File: src/rtl/uart_tx.sv
// Serial UART transmitter: one clk per bit, start/data(LSB first)/optional parity/stop.
// Define UART_TX_PARITY_EN to build in the parity bit and PARITY state.
module uart_tx #(
    parameter int unsigned DATA_WIDTH = 8
) (
    input  logic                  clk,
    input  logic                  rst,
    input  logic [DATA_WIDTH-1:0] P_DATA,
    input  logic                  Data_Valid,
    input  logic                  PAR_EN,
    input  logic                  PAR_TYP,
    output logic                  TX_OUT,
    output logic                  Busy
);

    localparam int unsigned CntWidth = (DATA_WIDTH > 1) ? $clog2(DATA_WIDTH) : 1;
    localparam logic [CntWidth-1:0] CntLast = CntWidth'(DATA_WIDTH - 1);

    typedef enum logic [2:0] {
        StIdle   = 3'd0,
        StStart  = 3'd1,
        StData   = 3'd2,
        StParity = 3'd3,
        StStop   = 3'd4
    } state_e;

    state_e                state_q, state_d;
    logic [CntWidth-1:0]   cnt_q, cnt_d;
    logic [DATA_WIDTH-1:0] data_q, data_d;
    logic                  tx_q, tx_d;
    logic                  busy_q, busy_d;

`ifdef UART_TX_PARITY_EN
    logic par_en_q, par_en_d;
    logic par_typ_q, par_typ_d;
`else
    // Parity controls are accepted but have no effect in this build.
    logic unused_par;
    assign unused_par = ^{PAR_EN, PAR_TYP};
`endif

    always_ff @(posedge clk) begin
        if (!rst) begin
            state_q   <= StIdle;
            cnt_q     <= '0;
            data_q    <= '0;
            tx_q      <= 1'b1;
            busy_q    <= 1'b0;
`ifdef UART_TX_PARITY_EN
            par_en_q  <= 1'b0;
            par_typ_q <= 1'b0;
`endif
        end else begin
            state_q   <= state_d;
            cnt_q     <= cnt_d;
            data_q    <= data_d;
            tx_q      <= tx_d;
            busy_q    <= busy_d;
`ifdef UART_TX_PARITY_EN
            par_en_q  <= par_en_d;
            par_typ_q <= par_typ_d;
`endif
        end
    end

    // Next-state logic; the frame configuration is only sampled on acceptance.
    always_comb begin
        state_d   = state_q;
        cnt_d     = cnt_q;
        data_d    = data_q;
`ifdef UART_TX_PARITY_EN
        par_en_d  = par_en_q;
        par_typ_d = par_typ_q;
`endif
        case (state_q)
            StIdle: begin
                cnt_d = '0;
                if (Data_Valid) begin
                    state_d   = StStart;
                    data_d    = P_DATA;
`ifdef UART_TX_PARITY_EN
                    par_en_d  = PAR_EN;
                    par_typ_d = PAR_TYP;
`endif
                end
            end
            StStart: begin
                state_d = StData;
                cnt_d   = '0;
            end
            StData: begin
                if (cnt_q == CntLast) begin
                    cnt_d = '0;
`ifdef UART_TX_PARITY_EN
                    state_d = par_en_q ? StParity : StStop;
`else
                    state_d = StStop;
`endif
                end else begin
                    cnt_d = cnt_q + CntWidth'(1);
                end
            end
`ifdef UART_TX_PARITY_EN
            StParity: state_d = StStop;
`endif
            StStop: state_d = StIdle;
            default: begin
                state_d = StIdle;
                cnt_d   = '0;
            end
        endcase
    end

    // Outputs are decoded from the next state so they change on the same edge as the state.
    always_comb begin
        tx_d   = 1'b1;
        busy_d = (state_d != StIdle);
        case (state_d)
            StStart: tx_d = 1'b0;
            StData:  tx_d = data_d[cnt_d];
`ifdef UART_TX_PARITY_EN
            StParity: tx_d = (^data_d) ^ par_typ_d;
`endif
            default: tx_d = 1'b1;
        endcase
    end

    assign TX_OUT = tx_q;
    assign Busy   = busy_q;

endmodule

File: config.mk
export PLATFORM = sky130hd
export DESIGN_NAME = uart_tx
export DESIGN_NICKNAME = d
export VERILOG_FILES = /design/src/rtl/uart_tx.sv
export SDC_FILE = /design/constraint.sdc
export NUM_CORES = 1
export LEC_CHECK = 0
export BUFFER_PORTS_ARGS = -buffer_cell sky130_fd_sc_hd__clkbuf_2
export CAP_MARGIN = 10
export CORE_MARGIN = 4
export CORE_UTILIZATION = 52
export CTS_CLUSTER_DIAMETER = 50
export DETAILED_ROUTE_END_ITERATION = 10
export GPL_TIMING_DRIVEN = 1
export HOLD_SLACK_MARGIN = 0.05
export PLACE_DENSITY = 0.79
export SYNTH_ARGS = -nofsm -noshare
export SYNTH_HDL_FRONTEND = slang
export SYNTH_SLANG_ARGS = --single-unit
export TNS_END_PERCENT = 5
File: constraint.sdc
create_clock -name clk -period 2.25 [get_ports clk]
set_input_delay 0.225 -clock clk [delete_from_list [all_inputs] [get_ports clk]]
set_output_delay 0.225 -clock clk [all_outputs]
set_load 0.05 [all_outputs]
### Yosys cells after proc, flatten, opt, wreduce, memory -nomap -nowiden

Cells that the tools add are included.

* memories kept: 0
* bits in latches: 0
* memory bits (read-only): 0
* input bits: 13
* register bits: 16
* memory bits (writable): 0
* word-level logic and storage cells: 25

* divide/modulo/power cells: 0
* add/sub/neg operators: 1
* bitwise operators: 0
* order comparisons: 1
* $mul: 0
* shift operators: 0
* eq/ne operators: 6
* multiplexer cells: 10
* reduce and logical (&&, ||, !) cells: 2

Operators with widths (count)
* $mux 8: 2
* $mux 3: 3
* $pmux 3 s3: 1
* $eq 3x1->1 const B: 2
* $eq 3x2->1 const B: 2
* $eq 3x3->1 const B: 2
* $pmux 3 s2: 1
* $lt 3x4->1 const B: 1
* $add 3x1->3 const B: 1
* $bmux 1 s3: 1
* $logic_not 3->1: 1
* $reduce_bool 3->1: 1
* $pmux 1 s2: 1
* $mux 1: 1

### Logic depth before layout (Yosys ltp)

Gate-level depths: netlist of the first run.

* depth in word-level cells: 6
* mapped depth: 7
* gate-level depth less buffers: 7

### Worst setup path after synthesis of the first run

No wires, ideal clock.

* path kind: register -> register
* start: reg cnt_q[0]
* end: reg tx_q, in the netlist TX_OUT
* stages on the path, launching flop included: 8
* path buffers: 0
* path slack: 231 ps
* library setup time: 84 ps
* data arrival time: 1934 ps
* path through: dfxtp_1 ha_1 ha_1 or4b_4 a21oi_4 mux2i_1 o211a_1 o31ai_2

* longest elaborated chain between the ends: 6
* elaborated cells on any way between the ends: 11

RTL lines
* start, declared: RTL line 28 `logic [CntWidth-1:0] cnt_q, cnt_d;`
* start signal, assigned: RTL line 55 `cnt_q <= cnt_d;`
* $add 3x1->3 / $eq 3x3->1 (equally long branches): RTL line 100, 92
* $mux 3: RTL line 92 `if (cnt_q == CntLast) begin`
* $pmux 3 s2: RTL line 75 `case (state_q)`
* $bmux 1 s3: RTL line 120 `StData: tx_d = data_d[cnt_d];`
* $mux 1 (implied by the code): RTL line 120
* $pmux 1 s2 *: RTL line 118 `case (state_d)`
* end signal, assigned: RTL line 57 `tx_q <= tx_d;`
* end, declared: RTL line 30 `logic tx_q, tx_d;`

Every way passes the cells marked *; elsewhere a longest branch is shown, timed or not. The select of a mux whose other input is x is not followed.
A chain may end at the register's enable or synchronous reset.

### Worst setup path after layout of the first run

Same ends and word-level chain as after synthesis.

==> summary.txt, run 1 <==
========================================================================================
Clock transition at the registers of the reported paths                           100 ps
Antenna violations before repair                                                       0
Number of detailed-routing iterations run before antenna repair                        4
Setup fix buffers added after clock tree synthesis                                     0
Post-detailed-route count of antenna-violating nets                                    0
Number of setup violations in the final report                                         0
Total Nets Final                                                                     104
Data arrival, critical path                                                      2390 ps
CTS tree                                                                            done
Most common library cells after synthesis                                   dfxtp_1, mux2i_1, nor2b_1
Leading cell type by number of instances after synthesis                         dfxtp_1
Count of input and output buffers                                                     12
Total overflow reported by the global router                                           0
Inserted Diodes                                                                        0
Share of final-layout standard cells stronger than drive strength 1                27.3%
Unrepaired setup endpoints after global routing                                    false
Top area cells in the synthesized netlist                                   dfxtp_1, mux2i_1, nor2b_1
CTS buffer count                                                                       3
Weighted congestion reported at the end of routability-driven placement            0.743
Total power consumption of the routed design                                  0.000602 W
Tightest Pin Transition                                                           444 ps
Worst Setup End Kind                                                           flip-flop
Status                                                                      finished, final reports clean
Number of maximum-capacitance constraint violations                                    0
Maximum cell stage delay along the critical path                                  530 ps
Pin count of the biggest net entering global routing                                  16
Syn Area/Cell                                                                   10.4 µm²
Number of warnings printed during yosys synthesis                                      0
IR Drop Worst-Case VDD                                                          0.378 mV
Chip Width                                                                       46.8 µm
Yosys top cell by area                                                           dfxtp_1
Achievable Freq                                                                0.460 GHz
Sequential-to-total area share from yosys stat                                     41.0%
Overall routing resource usage                                                     15.6%
Proportion of synthesized flip-flops having asynchronous set or reset                 0%
# rows                                                                                13
Cell chain of the critical path                                             ha_1 -> ha_2 -> or4b_4 -> a21oi_4 -> mux2i_1 -> o211a_1 -> o31ai_2
Number of instances in the placed design                                              99
Height of the die                                                                46.8 µm
Leak                                                                            0.369 nW
Vias per cell                                                                       5.71
Post-CTS resize count                                                                  0
DP Worst Slack                                                                   61.0 ps
Total vias in the final route                                                        588
Path type of the worst setup path                                             reg -> reg
Sink Count                                                                            16
Number of hold violations in the final report                                          0
CP max stage cell                                                                 or4b_4
DRC violations left                                                                    0
Total routed wirelength                                                          1360 µm
Launching element type of the critical path                                    flip-flop
I/O pin total                                                                         15
Worst relative slew slack                                                          70.3%
Area fraction of the dominant cell type after synthesis                            41.0%
Final-layout fill cell count                                                         114
Min Clock Period, post-route                                                     2180 ps
Wire length of the first global-routing pass                                     2350 µm
Flops & latches, synth                                                                16
Die Footprint                                                                   2190 µm²
Library cells used by synthesis                                                       26
Number of synthesized flops with an enable pin                                         0
Net count after synthesis                                                             90
Largest clock skew in the final design                                           1.97 ps
Crit path setup slack, layout                                                    74.0 ps
Crit Path Max Fanout                                                                   5
Final count of pins violating max slew                                                 0
Source-to-sink clock delay at the later pin of the worst-skew pair                290 ps
Hold_buf cts                                                                           0
Initial Util                                                                       57.2%
Starting DRT DRC Count                                                                11
Syn Std Cell Area                                                                782 µm²
Endpoint required time on the critical path                                      2460 ps
Maximum buffer depth of the clock tree                                                 2
Mean routed wirelength per cell                                                  13.2 µm
Area growth syn-to-layout                                                          14.4%
Setup TNS                                                                           0 ps
H-tree levels                                                                          1
Worst min-delay path class                                                     in -> reg
Power Density                                                                 673 nW/µm²
Number of instances in the synthesized netlist                                        75
Non-filler cells, final                                                              103
Portion of the clock cycle consumed by the worst path in the final layout          96.7%
CTS root buffer                                                                 clkbuf_4
Worst hold margin                                                                 184 ps
Vias in the first global route                                                       540
HPWL after DPL                                                                    979 µm
Placeable core region                                                           1370 µm²
Commonest register cell after synthesis                                          dfxtp_1
========================================================================================
## path summary, 6_finish.rpt
kind | startpoint | endpoint | slack (ps) | cells after the start
worst min-delay path | P_DATA[4] | data_q[4] | 180 | 3
worst min register to register | data_q[0] | data_q[0] | 520 | 2
worst max-delay path | cnt_q[0] | TX_OUT | 70 | 7
worst max register to register | cnt_q[0] | TX_OUT | 70 | 7
## stage by stage
stage | util [%] | instance area, µm²
2_1_floorplan | - | 782
3_3_place_gp | 62.5 | 855
3_5_place_dp | 62.5 | 855
4_1_cts | 65.2 | 891
5_1_grt | 65.5 | 895
6_report | 65.5 | 895
## critical path, delay by kind of cell (launching register included)
kind / cells / cell delay (ps)
compound gates: 3 / 730
simple gates: 1 / 530
fa+ha+maj: 2 / 380
flops: 1 / 340
mux: 1 / 120
## cell usage in the layout, fill, tap and decap left out, types with 2 or more instances in the layout
cell type  synthesis  layout
and2_1             5       5
mux2i_1           12      12
nand3b_1           4       4
clkbuf_2           0      12
nor3_1             2       2
a21oi_1            4       4
nand2b_1           3       3
clkbuf_4           0       3
nor2b_1            8       8
dfxtp_1           16      15
buf_4              0       2
## cell type report
| cell class | count | area [µm²] | area share [%] |
|---|---|---|---|
| repair buffers | 14 | 75.1 | 8.39 |
| flip-flops and latches | 16 | 322 | 35.9 |
| clock buffers | 4 | 36.3 | 4.06 |
| multi-input cells | 54 | 443 | 49.5 |
| well taps | 15 | 18.8 | 2.10 |
## registers in the layout, indices dropped and copies added, names as in the netlist
register and count:
Busy 1, TX_OUT 1, cnt_q 3, state_q 3, data_q 8
## where the power goes
| group | internal, W | switching (W) |
|---|---|---|
| Combinational | 0.0000463 | 0.0000519 |
| Clock | 0.0000987 | 0.0000959 |
| Sequential | 0.000300 | 0.00000951 |
| Total | 0.000445 | 0.000157 |
## per-layer routing
metal | vias to the layer above | track usage (%) | share of wire (%)
li1 | 297 | - | -
met1 | 275 | 18.6 | 45
met2 | 11 | 24.4 | 48
met3 | 5 | 3.45 | 4.6
met4 | 0 | 11.6 | 3.2
met5 | - | 0 | 0
## logic make-up (layout without fill, tap and decap cells)
kind of cell | count (synthesis) | count (layout) | synth area share [%]
flip-flops | 16 | 16 | 41.0
buffers and inverters | 5 | 18 | 3.52
multiplexers | 12 | 12 | 15.4
adder cells (fa/ha/maj) | 2 | 2 | 3.20
AO/OA/AOI/OAI | 11 | 11 | 11.5
AND/OR/NAND/NOR | 29 | 29 | 25.4
Power figures use the tool's default switching activity.
==> run 2, diff against run 1 <==
--- a/config.mk
+++ b/config.mk
@@ -8,12 +8,12 @@
 export BUFFER_PORTS_ARGS = -buffer_cell sky130_fd_sc_hd__clkbuf_2
 export CAP_MARGIN = 10
 export CORE_MARGIN = 4
-export CORE_UTILIZATION = 52
+export CORE_UTILIZATION = 35
 export CTS_CLUSTER_DIAMETER = 50
 export DETAILED_ROUTE_END_ITERATION = 10
 export GPL_TIMING_DRIVEN = 1
 export HOLD_SLACK_MARGIN = 0.05
-export PLACE_DENSITY = 0.79
+export PLACE_DENSITY = 0.58
 export SYNTH_ARGS = -nofsm -noshare
 export SYNTH_HDL_FRONTEND = slang
 export SYNTH_SLANG_ARGS = --single-unit
==> run 2 against run 1 <==
Count of clock-buffer cells in the layout did not move. Global-route usage down 6.1 points. Sequential cell count unchanged. Non-clock buffer count is 2 higher. Total power grew 0.17%. First-iteration DRC count fell by 45%. Hold slack better by 18 ps. Cell count grew 14%. Largest cell class unchanged. Largest power group unchanged.
==> summary.txt, run 2 (synthesis results as in run 1) <==
========================================================================================
Status                                                                      finished, final reports clean
Length in cells of the worst reg-to-reg path                                           7   unchanged
Total area of multi-input combinational cells                                    462 µm²   +4.2%
Leak                                                                            0.377 nW   +2.1%
Mean routed wirelength per cell                                                  12.3 µm   -7.0%
Wire length of the first global-routing pass                                     2310 µm   -1.5%
Worst Setup End Kind                                                           flip-flop
CTS buffer count                                                                       3   unchanged
Total Nets Final                                                                     106   +1.9%
Number of detailed-routing iterations run before antenna repair                        2   -2
R2R Setup Slk                                                                      80 ps   about the same
Clock transition at the registers of the reported paths                            90 ps   about the same
Largest clock skew in the final design                                           3.99 ps   +2.02 ps
CTS tree                                                                            done
Placeable core region                                                           2040 µm²   +49%
Overall routing resource usage                                                     9.53%   -6.1 points
Power Density                                                                 640 nW/µm²   -5.0%
Number of maximum-capacitance constraint violations                                    0   unchanged
Inserted Diodes                                                                        0   unchanged
Reg-to-Reg Start                                                                cnt_q[0]
Min Clock Period, post-route                                                     2170 ps   -4.00 ps
Worst relative slew slack                                                          75.2%   +4.8 points
Final-layout fill cell count                                                         214   +88%
Final count of pins violating max slew                                                 0   unchanged
H-tree levels                                                                          1   unchanged
IR Drop Worst-Case VDD                                                          0.388 mV   +2.8%
Setup TNS                                                                           0 ps   unchanged
Total overflow reported by the global router                                           0   unchanged
# rows                                                                                16   +3
Achievable Freq                                                                0.460 GHz   +0.18%
Area growth syn-to-layout                                                          20.6%
Height of the die                                                                55.3 µm   +18%
Worst min-delay path class                                                     in -> reg
Total vias in the final route                                                        576   -2.0%
Vias per cell                                                                       4.92   -14%
Hold-critical path depth                                                               3   unchanged
Number of setup violations in the final report                                         0   unchanged
Pin count of the biggest net entering global routing                                  16   unchanged
Post-detailed-route count of antenna-violating nets                                    0   unchanged
Total routed wirelength                                                          1430 µm   +5.7%
Share of final-layout standard cells stronger than drive strength 1                31.1%   +3.8 points
Launching element type of the critical path                                    flip-flop
Sink of the worst hold path                                                    data_q[5]
HPWL after DPL                                                                   1040 µm   +6.3%
Tightest Pin Transition                                                           372 ps   -72.6 ps
Source-to-sink clock delay at the later pin of the worst-skew pair                290 ps   about the same
Register with the most flip-flops                                                 data_q
Chip Width                                                                       55.3 µm   +18%
Data arrival, critical path                                                      2380 ps   about the same
Worst hold margin                                                                 202 ps   +17.9 ps
CTS root buffer                                                                 clkbuf_4
Die Footprint                                                                   3050 µm²   +40%
Sink Count                                                                            16   unchanged
Endpoint required time on the critical path                                      2460 ps   about the same
Antenna violations before repair                                                       0   unchanged
Crit Path Max Fanout                                                                   4   -1
I/O pin total                                                                         15   unchanged
Top flop regs                                                               data_q: 8 flops, cnt_q: 3 flops, state_q: 3 flops
Total power consumption of the routed design                                  0.000603 W   +0.17%
Number of hold violations in the final report                                          0   unchanged
Weighted congestion reported at the end of routability-driven placement            0.705   -5.1%
Startpoint of the tightest hold check path                                     P_DATA[5]
Maximum buffer depth of the clock tree                                                 2   unchanged
Worst reg2reg path endpoint                                                       TX_OUT
Flip-flop count of the largest register, all copies and words added                    8   unchanged
Portion of the clock cycle consumed by the worst path in the final layout          96.5%   -0.18 points
Starting DRT DRC Count                                                                 6   -5
Initial Util                                                                       38.3%   -19 points
Path type of the worst setup path                                             reg -> reg
Most used cells in the layout excluding fill and tap cells                  dfxtp_1, mux2i_1, clkbuf_2
Flip-flop and latch area                                                         322 µm²   unchanged
Count of input and output buffers                                                     12   unchanged
DRC violations left                                                                    0   unchanged
Vias in the first global route                                                       532   -1.5%
Most frequent standard cell in the layout excluding fill and tap cells           dfxtp_1
========================================================================================
-- run 2: final cells by class --
class	count	share of cell area, %
clock buffers	4	3.85
multi-input cells	54	48.9
flip-flops and latches	16	34.1
well taps	27	3.58
repair buffers	16	9.55
-- run 2: critical path, stage by stage (launching register included) --
cell      delay, ps
dfxtp_2         340
ha_2            190
ha_4            160
or4b_4          530
a21oi_4         220
mux2i_1         280
o221ai_2        120
o31ai_2         250
-- run 2: worst max path at each step --
| stage | from | to | slack, ps | cells after the start |
|---|---|---|---|---|
| 3_5_place_dp | cnt_q[0] | TX_OUT | 8 | 7 |
| 3_3_place_gp | cnt_q[0] | TX_OUT | 50 | 7 |
| 6_report | cnt_q[0] | TX_OUT | 80 | 7 |
| 5_1_grt | cnt_q[0] | TX_OUT | -3 | 7 |
| 2_1_floorplan | cnt_q[0] | TX_OUT | 230 | 7 |
| 4_1_cts | cnt_q[0] | TX_OUT | 0.3 | 7 |
-- run 2: layer usage --
metal	vias up	track usage, %	share of wire (%)
met3	2	4.20	5.2
li1	296	-	-
met4	0	3.13	0.91
met2	13	15.2	45
met1	265	11.4	48
met5	-	0	0
-- run 2: where the power goes --
| group | internal [W] | switching, W |
|---|---|---|
| clock | 0.0000985 | 0.0000913 |
| sequential | 0.000300 | 0.00000940 |
| combinational | 0.0000493 | 0.0000549 |
| total | 0.000448 | 0.000156 |
-- run 2: repair_timing --
action / CTS / global route
setup endpoints to repair: 1 / 1
buffers inserted: 0 / 2
gates resized for setup: 1 / 4
endpoints found under the hold margin: 0 / 0
hold buffers: 0 / 0
pin swaps: 1 / 3
-- run 2: through the flow --
step | worst slack (ps) | cell area (µm²) | util [%] | instances
CTS | 0.333 | 908 | 44.5 | 115
floorplan | 231 | 782 | - | 75
global placement | 50.5 | 870 | 42.6 | 111
finish | 78.0 | 943 | 46.2 | 117
detailed placement | 8.37 | 870 | 42.6 | 111
global route | -2.80 | 943 | 46.2 | 117
==> run 3, diff against run 2 <==
--- a/config.mk
+++ b/config.mk
@@ -13,6 +13,7 @@
 export DETAILED_ROUTE_END_ITERATION = 10
 export GPL_TIMING_DRIVEN = 1
 export HOLD_SLACK_MARGIN = 0.05
+export MAX_ROUTING_LAYER = met4
 export PLACE_DENSITY = 0.58
 export SYNTH_ARGS = -nofsm -noshare
 export SYNTH_HDL_FRONTEND = slang
==> run 3 against run 2 <==
Cell count is the same. Non-clock buffer count is the same. Count of clock-buffer cells in the layout did not move. Core utilization unchanged. Combinational power hardly changed. Total power hardly changed. Critical endpoint unchanged. Wire length down 0.98%. Final area did not move. Maximum frequency up 0.24%. Sequential cell count did not move. Critical path type unchanged. Clock power hardly changed.
==> summary.txt, run 3 (synthesis results as in run 1) <==
========================================================================================
HPWL after DPL                                                                   1040 µm   unchanged
Final-layout fill cell count                                                         214   unchanged
Number of hold violations in the final report                                          0   unchanged
Path type of the worst setup path                                             reg -> reg
Data arrival, critical path                                                      2370 ps   about the same
Maximum buffer depth of the clock tree                                                 2   unchanged
Clock transition at the registers of the reported paths                            90 ps   about the same
Starting DRT DRC Count                                                                 4   -2
Number of setup violations in the final report                                         0   unchanged
Inserted Diodes                                                                        0   unchanged
Antenna violations before repair                                                       0   unchanged
Sink Count                                                                            16   unchanged
Height of the die                                                                55.3 µm   unchanged
Worst reg2reg path endpoint                                                       TX_OUT
Final count of pins violating max slew                                                 0   unchanged
Wire length of the first global-routing pass                                     2310 µm   unchanged
Crit Path Max Fanout                                                                   4   unchanged
Vias per cell                                                                       4.95   +0.52%
Die Footprint                                                                   3050 µm²   unchanged
Area growth syn-to-layout                                                          20.6%   unchanged
Portion of the clock cycle consumed by the worst path in the final layout          96.3%   -0.23 points
Top flop regs                                                               data_q: 8 flops, cnt_q: 3 flops, state_q: 3 flops
Placeable core region                                                           2040 µm²   unchanged
Mean routed wirelength per cell                                                  12.1 µm   -0.98%
CTS root buffer                                                                 clkbuf_4
Share of final-layout standard cells stronger than drive strength 1                31.1%   unchanged
Total overflow reported by the global router                                           0   unchanged
Worst min-delay path class                                                     in -> reg
Core occupancy in the finished layout                                              46.2%   unchanged
Flip-flop count of the largest register, all copies and words added                    8   unchanged
Launching element type of the critical path                                    flip-flop
Most used cells in the layout excluding fill and tap cells                  dfxtp_1, mux2i_1, clkbuf_2
Pin count of the biggest net entering global routing                                  16   unchanged
Min Clock Period, post-route                                                     2170 ps   -5.18 ps
Post-detailed-route count of antenna-violating nets                                    0   unchanged
Overall routing resource usage                                                     9.80%   +0.27 points
Hold_buf cts                                                                           0   unchanged
Achievable Freq                                                                0.461 GHz   +0.24%
Number of detailed-routing iterations run before antenna repair                        4   +2
CTS buffer count                                                                       3   unchanged
IR Drop Worst-Case VDD                                                          0.388 mV   -0.17%
DP Worst Slack                                                                   8.37 ps   unchanged
Count of input and output buffers                                                     12   unchanged
Startpoint of the most critical setup path                                      cnt_q[0]
Total routed wirelength                                                          1420 µm   -0.98%
H-tree levels                                                                          1   unchanged
CTS tree                                                                            done
DRC violations left                                                                    0   unchanged
R2R Setup Slk                                                                      80 ps   about the same
Power Density                                                                 640 nW/µm²   about the same
Most frequent standard cell in the layout excluding fill and tap cells           dfxtp_1
Vias in the first global route                                                       531   -0.19%
Endpoint of the most critical setup path                                          TX_OUT
Leak                                                                            0.377 nW   unchanged
Register with the most flip-flops                                                 data_q
I/O pin total                                                                         15   unchanged
Length in cells of the worst reg-to-reg path                                           7   unchanged
Total power consumption of the routed design                                  0.000603 W   about the same
Endpoint required time on the critical path                                      2460 ps   about the same
Worst relative slew slack                                                          75.1%   -0.082 points
Crit path setup slack, layout                                                    83.1 ps   +5.18 ps
Startpoint of the tightest hold check path                                     P_DATA[5]
Total vias in the final route                                                        579   +0.52%
Weighted congestion reported at the end of routability-driven placement            0.713   +1.1%
Worst Setup End Kind                                                           flip-flop
Worst hold margin                                                                 201 ps   -0.662 ps
Status                                                                      finished, final reports clean
Total Nets Final                                                                     106   unchanged
Initial Util                                                                       38.3%   unchanged
Source-to-sink clock delay at the later pin of the worst-skew pair                290 ps   about the same
Largest clock skew in the final design                                           4.66 ps   +0.673 ps
Reg-to-Reg Start                                                                cnt_q[0]
Number of maximum-capacitance constraint violations                                    0   unchanged
Tightest Pin Transition                                                           373 ps   +1.22 ps
Chip Width                                                                       55.3 µm   unchanged
# rows                                                                                16   unchanged
========================================================================================
==> run 3: final cells by class <==
type                            count  area, µm²  area share [%]
Tap cell                           27       33.8            3.58
Sequential cell                    16        322            34.1
Timing Repair Buffer               16       90.1            9.55
Clock buffer                        4       36.3            3.85
Multi-Input combinational cell     54        462            48.9
==> run 3: how the worst min path moves through the flow <==
| stage | end | slack (ps) | cells past startpoint |
|---|---|---|---|
| after floorplan | data_q[1] | 350 | 1 |
| after global placement | data_q[4] | 480 | 3 |
| after detailed placement | data_q[5] | 500 | 3 |
| after CTS | data_q[5] | 200 | 3 |
| after global routing | data_q[5] | 190 | 3 |
| final | data_q[5] | 200 | 3 |
==> run 3: critical path, stage by stage, from the launching register on <==
cell      delay, ps
dfxtp_2         340
ha_2            190
ha_4            160
or4b_4          530
a21oi_4         220
mux2i_1         280
o221ai_2        120
o31ai_2         250
==> run 3: repair_timing <==
item                       CTS  global route
setup endpoints to repair    1             1
resized for setup            1             4
pin swaps                    1             3
setup buffers                0             2
hold endpoints to repair     0             0
==> run 3: metrics by stage <==
stage / cells / TNS (ps) / instance area, µm²
floorplan: 75 / 0 / 782
global placement: 111 / 0 / 870
detailed placement: 111 / 0 / 870
CTS: 115 / 0 / 908
global route: 117 / -2.80 / 943
finish: 117 / 0 / 943
==> run 3: where the power goes <==
part / switching, W / internal [W] / leakage, nW
sequential: 0.00000931 / 0.000300 / 0.132
combinational: 0.0000548 / 0.0000493 / 0.224
clock: 0.0000914 / 0.0000986 / 0.0210
==> run 3: layer usage <==
layer	GRT usage, %	share of wire (%)	vias up
li1	-	-	298
met1	11.4	48	267
met2	15.2	46	12
met3	4.20	5.4	2
met4	3.13	0.92	0
met5	-	0	-
